### src/rtl/uart_ctrl_pkg.sv
// Shared constants for the UART controller: register addresses, CON bit
// positions and the TX sequencer state type.
package uart_ctrl_pkg;

    localparam logic [31:0] ADDR_TXD = 32'h4000_0018;
    localparam logic [31:0] ADDR_RXD = 32'h4000_001C;
    localparam logic [31:0] ADDR_CON = 32'h4000_0020;

    localparam int CON_TX_IE   = 0;
    localparam int CON_RX_IE   = 1;
    localparam int CON_RX_NE   = 2;
    localparam int CON_TX_DONE = 3;
    localparam int CON_TX_BUSY = 4;
    localparam int CON_TX_FULL = 5;
    localparam int CON_RX_OVF  = 6;
    localparam int CON_TX_OVF  = 7;

    typedef enum logic [1:0] {
        IDLE      = 2'd0,
        START     = 2'd1,
        WAIT_ACK  = 2'd2,
        WAIT_DONE = 2'd3
    } tx_state_t;

endpackage

### src/rtl/uart_fifo.sv
// Byte FIFO with power-of-two depth; pointers wrap naturally. A pop is
// ignored when empty, and a push into a full FIFO succeeds only alongside a pop.
module uart_fifo #(
    parameter int DEPTH = 4
) (
    input  logic                       i_clk,
    input  logic                       i_rst,
    input  logic                       i_push,
    input  logic [7:0]                 i_data,
    input  logic                       i_pop,
    output logic [7:0]                 o_head,
    output logic                       o_full,
    output logic                       o_empty,
    output logic [$clog2(DEPTH):0]     o_count
);

    localparam int PW = $clog2(DEPTH);
    localparam int CW = PW + 1;

    logic [7:0]    r_mem [DEPTH];
    logic [PW-1:0] r_wr_ptr;
    logic [PW-1:0] r_rd_ptr;
    logic [CW-1:0] r_count;
    logic          w_do_push;
    logic          w_do_pop;

    assign o_full    = (r_count == CW'(DEPTH));
    assign o_empty   = (r_count == '0);
    assign o_count   = r_count;
    assign o_head    = r_mem[r_rd_ptr];
    assign w_do_pop  = i_pop && !o_empty;
    assign w_do_push = i_push && (!o_full || w_do_pop);

    always_ff @(posedge i_clk or posedge i_rst) begin
        if (i_rst) begin
            r_wr_ptr <= '0;
            r_rd_ptr <= '0;
            r_count  <= '0;
            for (int i = 0; i < DEPTH; i++) r_mem[i] <= '0;
        end else begin
            if (w_do_push) begin
                r_mem[r_wr_ptr] <= i_data;
                r_wr_ptr        <= r_wr_ptr + 1'b1;
            end
            if (w_do_pop) r_rd_ptr <= r_rd_ptr + 1'b1;
            unique case ({w_do_push, w_do_pop})
                2'b10:   r_count <= r_count + 1'b1;
                2'b01:   r_count <= r_count - 1'b1;
                default: r_count <= r_count;
            endcase
        end
    end

endmodule

### src/rtl/uart_ctrl.sv
// Memory-mapped UART controller: TX/RX byte FIFOs, control/status flags,
// interrupt and the TX start/handshake sequencer.
//   state     | meaning
//   IDLE      | wait for a queued byte and an idle sender; load and pop
//   START     | registered start pulse issued on leaving this state
//   WAIT_ACK  | wait for sender to report busy (status = 0)
//   WAIT_DONE | wait for sender to return idle, then flag tx_done
module uart_ctrl
    import uart_ctrl_pkg::*;
#(
    parameter int TX_DEPTH = 4,
    parameter int RX_DEPTH = 4
) (
    input  logic        sysclk,
    input  logic        reset,
    input  logic [31:0] addr,
    input  logic        mem_rd,
    input  logic        mem_wr,
    input  logic [31:0] wdata,
    output logic [31:0] rdata,
    output logic        irq,
    output logic [7:0]  uart_tx_data,
    output logic        uart_tx_start,
    input  logic        uart_tx_status,
    input  logic [7:0]  uart_rx_data,
    input  logic        uart_rx_valid
);

    tx_state_t r_state, w_state_nx;

    logic       r_tx_ie, r_rx_ie, r_tx_done, r_rx_ovf, r_tx_ovf;
    logic [7:0] r_tx_data;
    logic       r_tx_start;

    logic       w_sel_txd, w_sel_rxd, w_sel_con;
    logic       w_tx_push, w_tx_load, w_done_set, w_con_wr, w_rx_pop;
    logic       w_tx_full, w_tx_empty, w_rx_full, w_rx_empty;
    logic       w_tx_ovf_set, w_rx_ovf_set, w_tx_busy;
    logic [7:0] w_tx_head, w_rx_head, w_con;
    logic [$clog2(TX_DEPTH):0] w_tx_count;
    logic [$clog2(RX_DEPTH):0] w_rx_count;
    logic       w_unused;

    assign w_sel_txd = (addr == ADDR_TXD);
    assign w_sel_rxd = (addr == ADDR_RXD);
    assign w_sel_con = (addr == ADDR_CON);
    assign w_tx_push = mem_wr && w_sel_txd;
    assign w_con_wr  = mem_wr && w_sel_con;
    assign w_rx_pop  = mem_rd && w_sel_rxd && !w_rx_empty;

    // A full FIFO still accepts a byte when the same cycle frees a slot.
    assign w_tx_ovf_set = w_tx_push && w_tx_full && !w_tx_load;
    assign w_rx_ovf_set = uart_rx_valid && w_rx_full && !w_rx_pop;
    assign w_tx_busy    = !w_tx_empty || (r_state != IDLE);

    assign w_unused = ^{wdata[31:8], w_tx_count, w_rx_count};

    uart_fifo #(.DEPTH(TX_DEPTH)) u_tx_fifo (
        .i_clk   (sysclk),
        .i_rst   (reset),
        .i_push  (w_tx_push),
        .i_data  (wdata[7:0]),
        .i_pop   (w_tx_load),
        .o_head  (w_tx_head),
        .o_full  (w_tx_full),
        .o_empty (w_tx_empty),
        .o_count (w_tx_count)
    );

    uart_fifo #(.DEPTH(RX_DEPTH)) u_rx_fifo (
        .i_clk   (sysclk),
        .i_rst   (reset),
        .i_push  (uart_rx_valid),
        .i_data  (uart_rx_data),
        .i_pop   (w_rx_pop),
        .o_head  (w_rx_head),
        .o_full  (w_rx_full),
        .o_empty (w_rx_empty),
        .o_count (w_rx_count)
    );

    always_comb begin
        w_state_nx = r_state;
        w_tx_load  = 1'b0;
        w_done_set = 1'b0;
        unique case (r_state)
            IDLE: begin
                if (!w_tx_empty && uart_tx_status) begin
                    w_tx_load  = 1'b1;
                    w_state_nx = START;
                end
            end
            START:     w_state_nx = WAIT_ACK;
            WAIT_ACK:  if (!uart_tx_status) w_state_nx = WAIT_DONE;
            WAIT_DONE: begin
                if (uart_tx_status) begin
                    w_done_set = 1'b1;
                    w_state_nx = IDLE;
                end
            end
            default:   w_state_nx = IDLE;
        endcase
    end

    always_ff @(posedge sysclk or posedge reset) begin
        if (reset) begin
            r_state    <= IDLE;
            r_tx_data  <= '0;
            r_tx_start <= 1'b0;
            r_tx_ie    <= 1'b0;
            r_rx_ie    <= 1'b0;
            r_tx_done  <= 1'b0;
            r_rx_ovf   <= 1'b0;
            r_tx_ovf   <= 1'b0;
        end else begin
            r_state    <= w_state_nx;
            r_tx_start <= (r_state == START);
            if (w_tx_load) r_tx_data <= w_tx_head;
            if (w_con_wr) begin
                r_tx_ie <= wdata[CON_TX_IE];
                r_rx_ie <= wdata[CON_RX_IE];
            end
            // Hardware set takes priority over a coincident W1C clear.
            r_tx_done <= w_done_set   || (r_tx_done && !(w_con_wr && wdata[CON_TX_DONE]));
            r_rx_ovf  <= w_rx_ovf_set || (r_rx_ovf  && !(w_con_wr && wdata[CON_RX_OVF]));
            r_tx_ovf  <= w_tx_ovf_set || (r_tx_ovf  && !(w_con_wr && wdata[CON_TX_OVF]));
        end
    end

    always_comb begin
        w_con              = '0;
        w_con[CON_TX_IE]   = r_tx_ie;
        w_con[CON_RX_IE]   = r_rx_ie;
        w_con[CON_RX_NE]   = !w_rx_empty;
        w_con[CON_TX_DONE] = r_tx_done;
        w_con[CON_TX_BUSY] = w_tx_busy;
        w_con[CON_TX_FULL] = w_tx_full;
        w_con[CON_RX_OVF]  = r_rx_ovf;
        w_con[CON_TX_OVF]  = r_tx_ovf;
    end

    always_comb begin
        rdata = '0;
        if (mem_rd) begin
            if (w_sel_rxd && !w_rx_empty) rdata = {24'b0, w_rx_head};
            else if (w_sel_con)           rdata = {24'b0, w_con};
        end
    end

    assign irq           = (r_rx_ie && !w_rx_empty) || (r_tx_ie && r_tx_done);
    assign uart_tx_data  = r_tx_data;
    assign uart_tx_start = r_tx_start;

endmodule
### config.mk
export PLATFORM = sky130hd
export DESIGN_NAME = uart_ctrl
export DESIGN_NICKNAME = d
export VERILOG_FILES = /design/src/rtl/uart_ctrl_pkg.sv /design/src/rtl/uart_fifo.sv /design/src/rtl/uart_ctrl.sv
export SDC_FILE = /design/constraint.sdc
export NUM_CORES = 1
export LEC_CHECK = 0
export CAP_MARGIN = 15
export CORE_ASPECT_RATIO = 0.7
export CORE_MARGIN = 5
export CORE_UTILIZATION = 45
export DETAILED_ROUTE_END_ITERATION = 6
export GPL_TIMING_DRIVEN = 0
export PLACE_DENSITY_LB_ADDON = 0.08
export SYNTH_ARGS = -nofsm -noshare
export SYNTH_HDL_FRONTEND = slang
export SYNTH_SLANG_ARGS = --single-unit
### constraint.sdc
create_clock -name sysclk -period 2.9 [get_ports sysclk]
set_input_delay 0.58 -clock sysclk [delete_from_list [all_inputs] [get_ports sysclk]]
set_output_delay 0.58 -clock sysclk [all_outputs]
set_load 0.05 [all_outputs]
======== Word level (Yosys, flattened, before mapping) ========
Cells that the tools add are included.
storage, ports and cells
  register bits ........................... 94
  input port bits ......................... 78
  output and inout port bits .............. 42
  word-level logic and storage cells ...... 127
operators by class
  add/sub/neg operators ................... 8
  order comparisons ....................... 6
  equality and inequality tests ........... 15
  mux-type cells .......................... 25
  bitwise logic cells ..................... 4
  reduce and logical (&&, ||, !) cells .... 47
operators with widths
  operator                                                    number
  equality test 32 x 31 -> 1 bit, second input constant       3
  2-to-1 mux 8 bit                                            9
  bitwise mux 32 bit                                          2
  binary-select mux 8 bit (select 2 bit)                      2
  demux 8 bit (select 2 bit)                                  2
  logical AND 1 bit                                           24
  greater-or-equal comparator 3 bit, second input constant    4
  inverter 2 -> 3 bit                                         4
  one-hot mux 3 bit (2 select lines)                          2
  logical NOT 1 bit                                           9
  adder 2 x 1 -> 2 bit, second input constant                 4
  equality test 2 bit, second input constant                  4
  one-hot mux 2 bit (4 select lines)                          1
  logical OR 1 bit                                            7
  adder 3 x 1 -> 3 bit, second input constant                 2
  equality test 2 x 1 -> 1 bit, second input constant         3
  equality test 3 bit, second input constant                  2
  logical NOT 3 bit                                           2
  less-than comparator 3 x 1 -> 1 bit, second input constant  2
  2-to-1 mux 2 bit                                            3
  inequality test 2 bit, second input constant                3
  nonzero test 2 bit                                          3
  subtractor 3 x 1 -> 3 bit, second input constant            2
  2-to-1 mux 1 bit                                            4
  other kinds (2)                                             2

======== Logic depth before layout (Yosys ltp) ========
  depth in word-level cells ............... 10
  mapped depth ............................ 11
  mapped depth without buffers ............ 11

======== By module ========
Synthesis repeated with hierarchy kept, for this count alone.
unflattened totals
  cell total of the unflattened synthesis .. 370
  area, all modules ....................... 4895.9 µm²
modules (own cells, without submodules)
  module     times used  cells an instance  area each (µm²)  sequential area each (µm²)
  uart_fifo  2           116                1805.5           975.9
  uart_ctrl  1           138                1285.0           400.4

======== Least setup slack after synthesis ========
No wires, ideal clock.
  path type ............................... input to output
  from .................................... input port addr[13]
  to ...................................... output port rdata[4]
  data arrival time ....................... 2615 ps
  data required time ...................... 2320 ps
  slack ................................... -295 ps
  stages on the path ...................... 4
  path through ............................ or4_4 -> nor4b_4 -> nand3_1 -> o21ai_0
on the way
  cells in the longest elaborated chain, start to end .. 4
  elaborated cells on any way between the ends .. 6
ends and longest elaborated chain
  item                                                   line                                RTL
  start, declared                                        uart_ctrl.sv:16                     input logic [31:0] addr,
  equality test 32 x 31 -> 1 bit (on tied branches)      uart_ctrl.sv:46, uart_ctrl.sv:45
  2-to-1 mux 8 bit or logical AND 1 bit (tied branches)  uart_ctrl.sv:146, uart_ctrl.sv:145
  2-to-1 mux 8 bit (*)                                   uart_ctrl.sv:145                    if (w_sel_rxd && !w_rx_empty) rdata = {24'b0, w_rx_head};
  2-to-1 mux 8 bit (*)                                   uart_ctrl.sv:144                    if (mem_rd) begin
  end, declared                                          uart_ctrl.sv:20                     output logic [31:0] rdata,
Every way passes the cells marked *; elsewhere a longest branch is shown, timed or not.

======== Worst setup path in the final report ========
  from .................................... input port addr[10]
  to ...................................... output port rdata[0]
Same word-level chain as after synthesis.

==> impl_metrics.json <==
{
  "grt_first_pass_wirelength_um": 16960,
  "final_cells": 617,
  "cpMaxStageDelayCell": "or4_4",
  "path_cells": "clkdlybuf4s15_1 > or4_4 > nor4b_4 > and3_4 > a22o_1 > buf_6",
  "final_common_cell": "dfrtp_1",
  "utilization": 0.5971,
  "yosysSeqAreaShare": 0.4738,
  "synth-edff-count": 0,
  "ys.flop_type": "dfrtp_1",
  "netlist.area_leader.share": 0.4738,
  "ys_seq_elements": 94,
  "crit_path_end_kind": "output port",
  "timing.final.crit_share": 0.9849,
  "worstSetupStartpoint": "addr[10]",
  "cts_sinks": 94,
  "worstPathMaxFanout": 7,
  "hold_violations": 0,
  "antenna_found_initial": 0,
  "top_layer": "met4",
  "die_area_mm2": 0.01327,
  "netlist_area_mm2": 0.004965,
  "fin_nets": 554,
  "min_from": "u_rx_fifo.o_count[2]",
  "ff2ff_path_depth": 11,
  "cts_hold_buf": 0,
  "finalSetupViolCount": 0,
  "fp-row-count": 32,
  "worst_slack_ns": 0.04382,
  "period_needed_ns": 2.856,
  "power_density_mw_per_mm2": 648.1,
  "async_flop_share": 1.000,
  "layout_common_cells": "dfrtp_1 (94), mux2_4 (40), clkdlybuf4s50_1 (38)",
  "worstPathRequired_ns": 2.32,
  "slew_headroom": 0.4408,
  "globalplace.congestion": 0.7208,
  "r2r-start": "u_rx_fifo.o_count[2]",
  "status": "completed",
  "maxSlewViolCount": 0,
  "clockRootBuffer": "clkbuf_16",
  "worstPathBufferInverterCount": 2,
  "ir_worst_vdd_mv": 0.3785,
  "stdcell_area_mm2": 0.006502,
  "synthCells": 347,
  "cts_buffers": 9,
  "area_growth_pct": 30.97,
  "coreArea_mm2": 0.01089,
  "p_leak_nw": 3.016,
  "ios": 120,
  "die_x_um": 135.5,
  "fin_skew_ns": 0.007378,
  "routed_wl_um": 10280,
  "rrSetupSlack_ns": 0.18,
  "wl_per_cell_um": 16.65,
  "met1_length_um": 4826,
  "cts_max_path_buffers": 2,
  "synth_top_cell_by_area": "dfrtp_1",
  "synth.top_cells.by_area": "dfrtp_1 (47%), mux2_4 (12%), mux2_2 (7.7%)",
  "wl_met2_um": 4723,
  "min_to": "u_rx_fifo.o_count[2]",
  "critical_path.max_stage_delay_ns": 0.58,
  "track_usage": 0.1642,
  "timing.fmax_ghz": 0.3501,
  "initial_core_util": 0.4559,
  "cp-start-kind": "primary input",
  "vias": 3031,
  "timing.rr.end": "u_rx_fifo.o_count[2]",
  "hold_depth": 1,
  "clk_pin_slew_worst_paths_ns": 0.07,
  "ys_types": 45,
  "hpwl_um": 7520,
  "ant_nets": 0,
  "dpl_worst_slack_ns": -1.170,
  "syn_avg_cell_area_um2": 14.31,
  "met3WireLength_um": 633,
  "maxCapViolCount": 0,
  "grt_setup_unrepaired": "no",
  "max_slew.worst_pin.slew_ns": 0.8387,
  "grt_max_degree": 38,
  "grt_pass1_vias": 3261,
  "clock_latency_ns": 0.34,
  "portBuffers": 71,
  "crit_type": "primary input to output port",
  "drc": 0,
  "viasPerCell": 4.912,
  "place_inst": 596,
  "min_path_type": "flop to flop",
  "critPathArrivalTime_ns": 2.28,
  "yosysWarnings": 0,
  "drt-initial-drc-count": 127,
  "num_antenna_cells": 0,
  "drive_gt1_frac": 0.3901,
  "path_delay_family": "simple AND/OR/NAND/NOR gates",
  "overflow": 0,
  "cts_tree": "done",
  "hold-worst-slack_ns": 0.4882,
  "dr.pass1.iters": 6,
  "die_h_um": 97.88,
  "htreeDepth": 3,
  "dpl_cell_area_mm2": 0.006006
}
## worst max path at each step
stage / to / depth (start not counted)
after global placement: rdata[5] / 8
after floorplan: rdata[4] / 7
after CTS: rdata[0] / 6
after global routing: rdata[0] / 7
after detailed placement: rdata[7] / 7
final: rdata[0] / 6
## flip-flops by register name, indices dropped and copies added, names as in the netlist
name and flops:
r_rx_ie 1, u_rx_fifo.r_wr_ptr 2, u_rx_fifo.o_count 3, uart_tx_data 8
r_state 2, uart_tx_start 1, r_tx_ie 1, u_rx_fifo.r_mem 32
u_tx_fifo.r_mem 32, u_tx_fifo.o_count 3, r_tx_ovf 1, r_tx_done 1
r_rx_ovf 1, u_tx_fifo.r_rd_ptr 2, u_tx_fifo.r_wr_ptr 2, u_rx_fifo.r_rd_ptr 2
## layer usage
layer / vias to the layer above / global-route usage
met1: 1514 / 0.2294
met5: - / 0
met2: 93 / 0.2515
met3: 8 / 0.04789
li1: 1416 / -
met4: 0 / 0.04570
## repair_timing
item / 4_1_cts / 5_1_grt
gates cloned: 0 / 1
pin swaps: 11 / 13
endpoints found under the hold margin: 0 / 0
resized for setup: 86 / 24
endpoints found under the setup margin: 12 / 10
buffers inserted: 5 / 1
## power breakdown
part	switching, mW	leakage [nW]	total, mW	internal, mW
logic	0.483	1.63	1.07	0.582
registers	0.165	1.22	1.78	1.61
clock network	0.519	0.169	1.37	0.855
## through the flow
step,setup TNS [ns],power (mW)
final,0,4.214
after global routing,0,4.470
after CTS,0,4.264
after detailed placement,-20.82,2.866
after global placement,-18.42,2.824
after floorplan,-0.06073,2.576
## kinds of logic (layout without fill, tap and decap cells)
kind of cell	count (synthesis)	in the layout	share of synthesized area
multiplexers	94	94	0.2792
flip-flops	94	94	0.4738
AND/OR/NAND/NOR	56	56	0.07687
buffers and inverters	54	148	0.06527
AO/OA/AOI/OAI	19	19	0.03705
adder cells (fa/ha/maj)	17	17	0.04587
XOR/XNOR	12	12	0.02117
other	1	24	0.0007553
## synthesized netlist by cell type (all sizes together), types with 2 or more instances
cell	instances
dfrtp	94
mux2	76
buf	32
inv	19
mux4	16
ha	15
nand2	15
a22o	8
xnor2	8
and3	7
nor2	6
nor4	6
a21oi	5
xor2	4
clkbuf	3
nand3	3
nand4	3
nor4b	3
o21ai	3
or3	3
a32o	2
fa	2
mux2i	2
nor3	2
or4	2
## layout make-up
| class | count | area, um^2 |
|---|---|---|
| Tap cell | 153 | 191.4 |
| Clock buffer | 9 | 225.2 |
| Clock inverter | 7 | 126.4 |
| Buffer | 33 | 251.5 |
| Timing Repair Buffer | 80 | 805.8 |
| Inverter | 19 | 75.07 |
| Sequential cell | 94 | 2352 |
| Multi-Input combinational cell | 222 | 2475 |
| Fill cell | 879 | 4388 |
(Power assumes the default switching activity.)
==> edit 1, RTL diff (same settings) <==
`RX_DEPTH`: 4 -> 2.
--- a/src/rtl/uart_ctrl.sv
+++ b/src/rtl/uart_ctrl.sv
@@ -11,3 +11,3 @@
     parameter int TX_DEPTH = 4,
-    parameter int RX_DEPTH = 4
+    parameter int RX_DEPTH = 2
 ) (
Check against the original RTL: not equivalent (a bounded check fails within 4 cycles, from zero or initial values and one cycle with reset high).
==> edit 1 against the original RTL <==
Cell area down 16%; first-iteration DRC count up 13%; critical path depth up 2; highest routed layer unchanged; critical path type unchanged; sequential cell count down 19; routed wire length down 16%; worst setup slack better by 0.046 ns; critical endpoint is now rdata[4]; power down 23%; synthesized area down 22%.
==> edit 1: results (changes against the original RTL) <==
Depth of the most critical reg-to-reg path: 10 (was 11)
Layout cells sized above 1: 45.0% (was 39.0%)
Hold slack: 0.476 ns (was 0.488 ns)
Global-route wire length before repair: 14,100 um (was 17,000 um)
GP Congestion: 0.741 (was 0.721)
Reg-to-Reg Start: u_tx_fifo.o_count[0] (was u_rx_fifo.o_count[2])
Crit path arrival time: 2.23 ns (was 2.28 ns)
DR iter-0 viols: 144 (was 127)
Fin cells: 527 (was 617)
Clock buffer depth: 2 (unchanged)
Final WL: 8670 um (was 10,300 um)
Setup crit start: addr[5] (was addr[10])
Leak: 2.68 nW (was 3.02 nW)
Worst rel slew slack: 46.5% (was 44.1%)
H-tree depth: 3 (unchanged)
Post-DP HPWL: 6120 um (was 7520 um)
Post-synth top cells: dfrtp_1 (75), mux2_2 (63), buf_4 (24) (was dfrtp_1 (94), mux2_4 (40), mux2_2 (34))
Worst reg2reg setup slack: 0.39 ns (was 0.18 ns)
Area contributors post-synth: dfrtp_1 (49%), mux2_2 (18%), buf_4 (4.7%) (was dfrtp_1 (47%), mux2_4 (12%), mux2_2 (7.7%))
Mean area per synthesized cell: 13.1 um^2 (was 14.3 um^2)
Max Fanout on Critical Path: 4 (was 7)
Worst vdd ir: 0.319 mV (was 0.379 mV)
PortBufs: 70 (was 71)
Vias per std cell: 4.95 (was 4.91)
Sequential cell area fraction in the yosys report: 48.6% (was 47.4%)
Ys Warns: 0 (unchanged)
Hold Startpoint: u_tx_fifo.o_count[2] (was u_rx_fifo.o_count[2])
First-pass DRT Iterations: 4 (was 6)
DP Worst Slack: -1.34 ns (was -1.17 ns)
Hold endpoint: u_tx_fifo.o_count[2] (was u_rx_fifo.o_count[2])
Final nets: 507 (was 554)
Gr usage total: 17.6% (was 16.4%)
CTS Root Cell: clkbuf_16 (unchanged)
Status: finished clean (unchanged)
Worst Hold Class: reg2reg (unchanged)
Clk_skew: 0.00791 ns (was 0.00738 ns)
Antenna violations before repair: 0 (unchanged)
Critical R2R Capture: u_tx_fifo.o_count[2] (was u_rx_fifo.o_count[2])
Yosys cell types: 43 (was 45)
CTS Buf Count: 9 (unchanged)
Final count of pins violating max slew: 0 (unchanged)
Placed insts: 494 (was 596)
Vias in the first global route: 2,731 (was 3,261)
Pin count of the biggest net entering global routing: 45 (was 38)
edit 1: changes by cell type in the layout (fill, tap and decap cells not counted), sizes merged, moves of 6 or more:
cell	change
clkbuf	+17
mux2	-9
clkdlybuf4s50	-8
nor2b	+7
inv	-9
and3	-7
dfrtp	-19
a22o	-6
mux4	-8
edit 1: worst max-delay path by stage:
| stage | endpoint | slack, ns | cells after the start |
|---|---|---|---|
| detailed placement | rdata[1] | -1.34 | 7 |
| global route | rdata[4] | -0.03 | 8 |
| floorplan | rdata[4] | -0.04 | 5 |
| CTS | rdata[4] | 0.004 | 8 |
| global placement | rdata[4] | -1.31 | 8 |
| finish | rdata[4] | 0.09 | 8 |
edit 1: where the power goes:
part           total (mW)  internal [mW]  leakage, nW  switching (mW)
Clock                1.28          0.864        0.163           0.421
Sequential           1.21           1.14         1.01          0.0662
Combinational       0.755          0.334         1.51           0.421
Total                3.25           2.34         2.68           0.908
edit 1: kinds of logic after synthesis:
family	share of synthesized area, %
AO/OA/AOI/OAI	4.60
XOR/XNOR	2.49
adder cells (fa/ha/maj)	4.08
buffers and inverters	6.54
flip-flops	48.6
multiplexers	24.4
other	0.0971
AND/OR/NAND/NOR	9.16
edit 1: metal layers:
metal,vias up,share of wire [%],global-route usage (%)
li1,1252,-,-
met1,1271,47,23.5
met2,74,46,27.5
met3,11,5.9,6.75
met4,0,1.3,4.22
met5,-,0,0
edit 1: stage by stage:
step,utilization [%],instance area [um^2]
6_report,65.3,5490
3_3_place_gp,57.5,4840
3_5_place_dp,57.9,4870
5_1_grt,65.3,5490
2_1_floorplan,-,4010
4_1_cts,64.4,5420
edit 1: critical path, stage by stage:
cell            delay, ns
dlymetal6s2s_1       0.16
nor4b_4              0.32
nand2_2              0.12
nor4_4               0.39
buf_2                0.22
nand3_2              0.08
a21boi_2             0.18
buf_6                0.17
edit 1: final cells by class:
cell class              count  area, um^2
well taps                 105         131
fillers                   661        2920
multi-input cells         200        2050
inverters                  12        47.5
plain buffers              31         219
repair buffers             88         822
flip-flops and latches     75        1880
clock buffers              12         246
clock inverters             4        97.6
edit 1: what timing repair did:
| item | 4_1_cts | 5_1_grt |
|---|---|---|
| endpoints found under the setup margin | 12 | 11 |
| setup buffers | 9 | 6 |
| pin swaps | 17 | 13 |
| gates cloned | 2 | 0 |
| gates resized for setup | 119 | 38 |
==> edit 2, RTL diff (same flow settings) <==
Made on the original files. Make the reset (`i_rst` and `reset`) synchronous in 2 clocked blocks.
--- a/src/rtl/uart_fifo.sv
+++ b/src/rtl/uart_fifo.sv
@@ -33,3 +33,3 @@
 
-    always_ff @(posedge i_clk or posedge i_rst) begin
+    always_ff @(posedge i_clk) begin
         if (i_rst) begin
--- a/src/rtl/uart_ctrl.sv
+++ b/src/rtl/uart_ctrl.sv
@@ -104,3 +104,3 @@
 
-    always_ff @(posedge sysclk or posedge reset) begin
+    always_ff @(posedge sysclk) begin
         if (reset) begin
Check against the original RTL: differs if reset is asserted again (counterexample within 4 cycles, from zero or initial values and one cycle with reset high); with reset held inactive, the same outputs for 4 cycles.
==> edit 2 against the original RTL <==
First-iteration DRC count grew 46%; cell area shrank 5.1%; sequential cell count grew 2; routed wire length grew 13%; synthesized cell count grew 15%; synthesized area shrank 5.3%; cell count grew 6.3%; worst setup slack gained 0.068 ns; critical endpoint is now rdata[5].
Power is not compared: it rests on default switching activity, and its combinational part moved more than twofold at a synthesized area within 25%.
==> edit 2: results (changes against the original RTL) <==
Vias in the first global route: 3,475 (was 3,261)
Clock buffers: 11 (was 9)
Top_reg_cell synth: edfxtp_1 (was dfrtp_1)
Multi-In Gates: 271 (was 222)
Slowest cell on the critical path: nor4b_4 (was or4_4)
Detailed-route via count: 3,369 (was 3,031)
Worst stage delay on the critical path: 0.28 ns (was 0.58 ns)
Worst vdd ir: 0.294 mV
Yosys cell types: 51 (was 45)
Nonclk buf count: 125 (was 113)
Hold endpoint: uart_tx_data[0] (was u_rx_fifo.o_count[2])
Hold Startpoint: uart_tx_data[0] (was u_rx_fifo.o_count[2])
Sequential cell area fraction in the yosys report: 54.5% (was 47.4%)
Post-DR wirelength/cell: 17.7 um (was 16.7 um)
Top delay family on crit path: buffers and inverters (was simple AND/OR/NAND/NOR gates)
Critical path destination: rdata[5] (was rdata[0])
Hold slack: 0.454 ns (was 0.488 ns)
Placed insts: 626 (was 596)
Routing usage on met1: 26.7% (was 22.9%)
Post-synth top cells: edfxtp_1 (64), nor2_1 (51), nand2_1 (39) (was dfrtp_1 (94), mux2_4 (40), mux2_2 (34))
Post-Place Cell Area: 5690 um^2 (was 6010 um^2)
# fillers: 850 (was 879)
Area Growth Syn to Fin: 31.3% (was 31.0%)
Gr usage total: 19.5% (was 16.4%)
Max Fanout on Critical Path: 5 (was 7)
Die width: 132 um (was 136 um)
Global-route wire length before repair: 18,600 um (was 17,000 um)
First-pass DRT Iterations: 4 (was 6)
Buffer share of cell area: 17.3% (was 16.3%)
DR iter-0 viols: 185 (was 127)
Met2 GRT Util: 29.7% (was 25.2%)
Clk_skew: 0.00866 ns (was 0.00738 ns)
Min-Delay Path Depth: 2 (was 1)
Vias per std cell: 5.14 (was 4.91)
Pin count of the biggest net entering global routing: 17 (was 38)
Final nets: 606 (was 554)
Count of non-CTS inverters in the layout: 16 (was 19)
Max Clock Freq: 0.359 GHz (was 0.350 GHz)
Multi-input logic area: 2040 um^2 (was 2470 um^2)
Critical R2R Capture: u_rx_fifo.o_count[2] (unchanged)
Reg-to-Reg Start: u_rx_fifo.o_count[0] (was u_rx_fifo.o_count[2])
GP Congestion: 0.827 (was 0.721)
Post-synth ARST share: 0% (was 100%)
Status: finished clean (unchanged)
Crit path arrival time: 2.21 ns (was 2.28 ns)
Mean area per synthesized cell: 11.8 um^2 (was 14.3 um^2)
==> edit 2: cell types whose count changed after synthesis, sizes merged, moves of 24 or more <==
cell    unedited run  this run
dfrtp             94         0
mux2              76         0
edfxtp             0        64
nor2               6        51
dfxtp              0        32
nand2             15        39
==> edit 2: timing repair <==
action                                  4_1_cts  5_1_grt
endpoints found under the setup margin       62       51
resized for setup                            96       31
setup buffers                                14        2
pin swaps                                    15       11
cloned                                        1        0
==> edit 2: routing by layer <==
layer / wire length (um) / part of all wire [%]
met1: 5190 / 45
met3: 1240 / 11
met2: 5070 / 44
met4: 127 / 1.1
met5: 0 / 0
==> edit 2: cells by family after synthesis <==
| group | count (synthesis) | synth area share (%) |
|---|---|---|
| and+or+nand+nor | 166 | 19.6 |
| DFF | 96 | 54.5 |
| adders and majority gates | 9 | 2.72 |
| xor gates and xnor gates | 9 | 1.68 |
| other | 1 | 0.0798 |
| buffers and inverters | 54 | 6.34 |
| muxes | 20 | 8.52 |
| AOI/OAI and AO/OA | 43 | 6.58 |
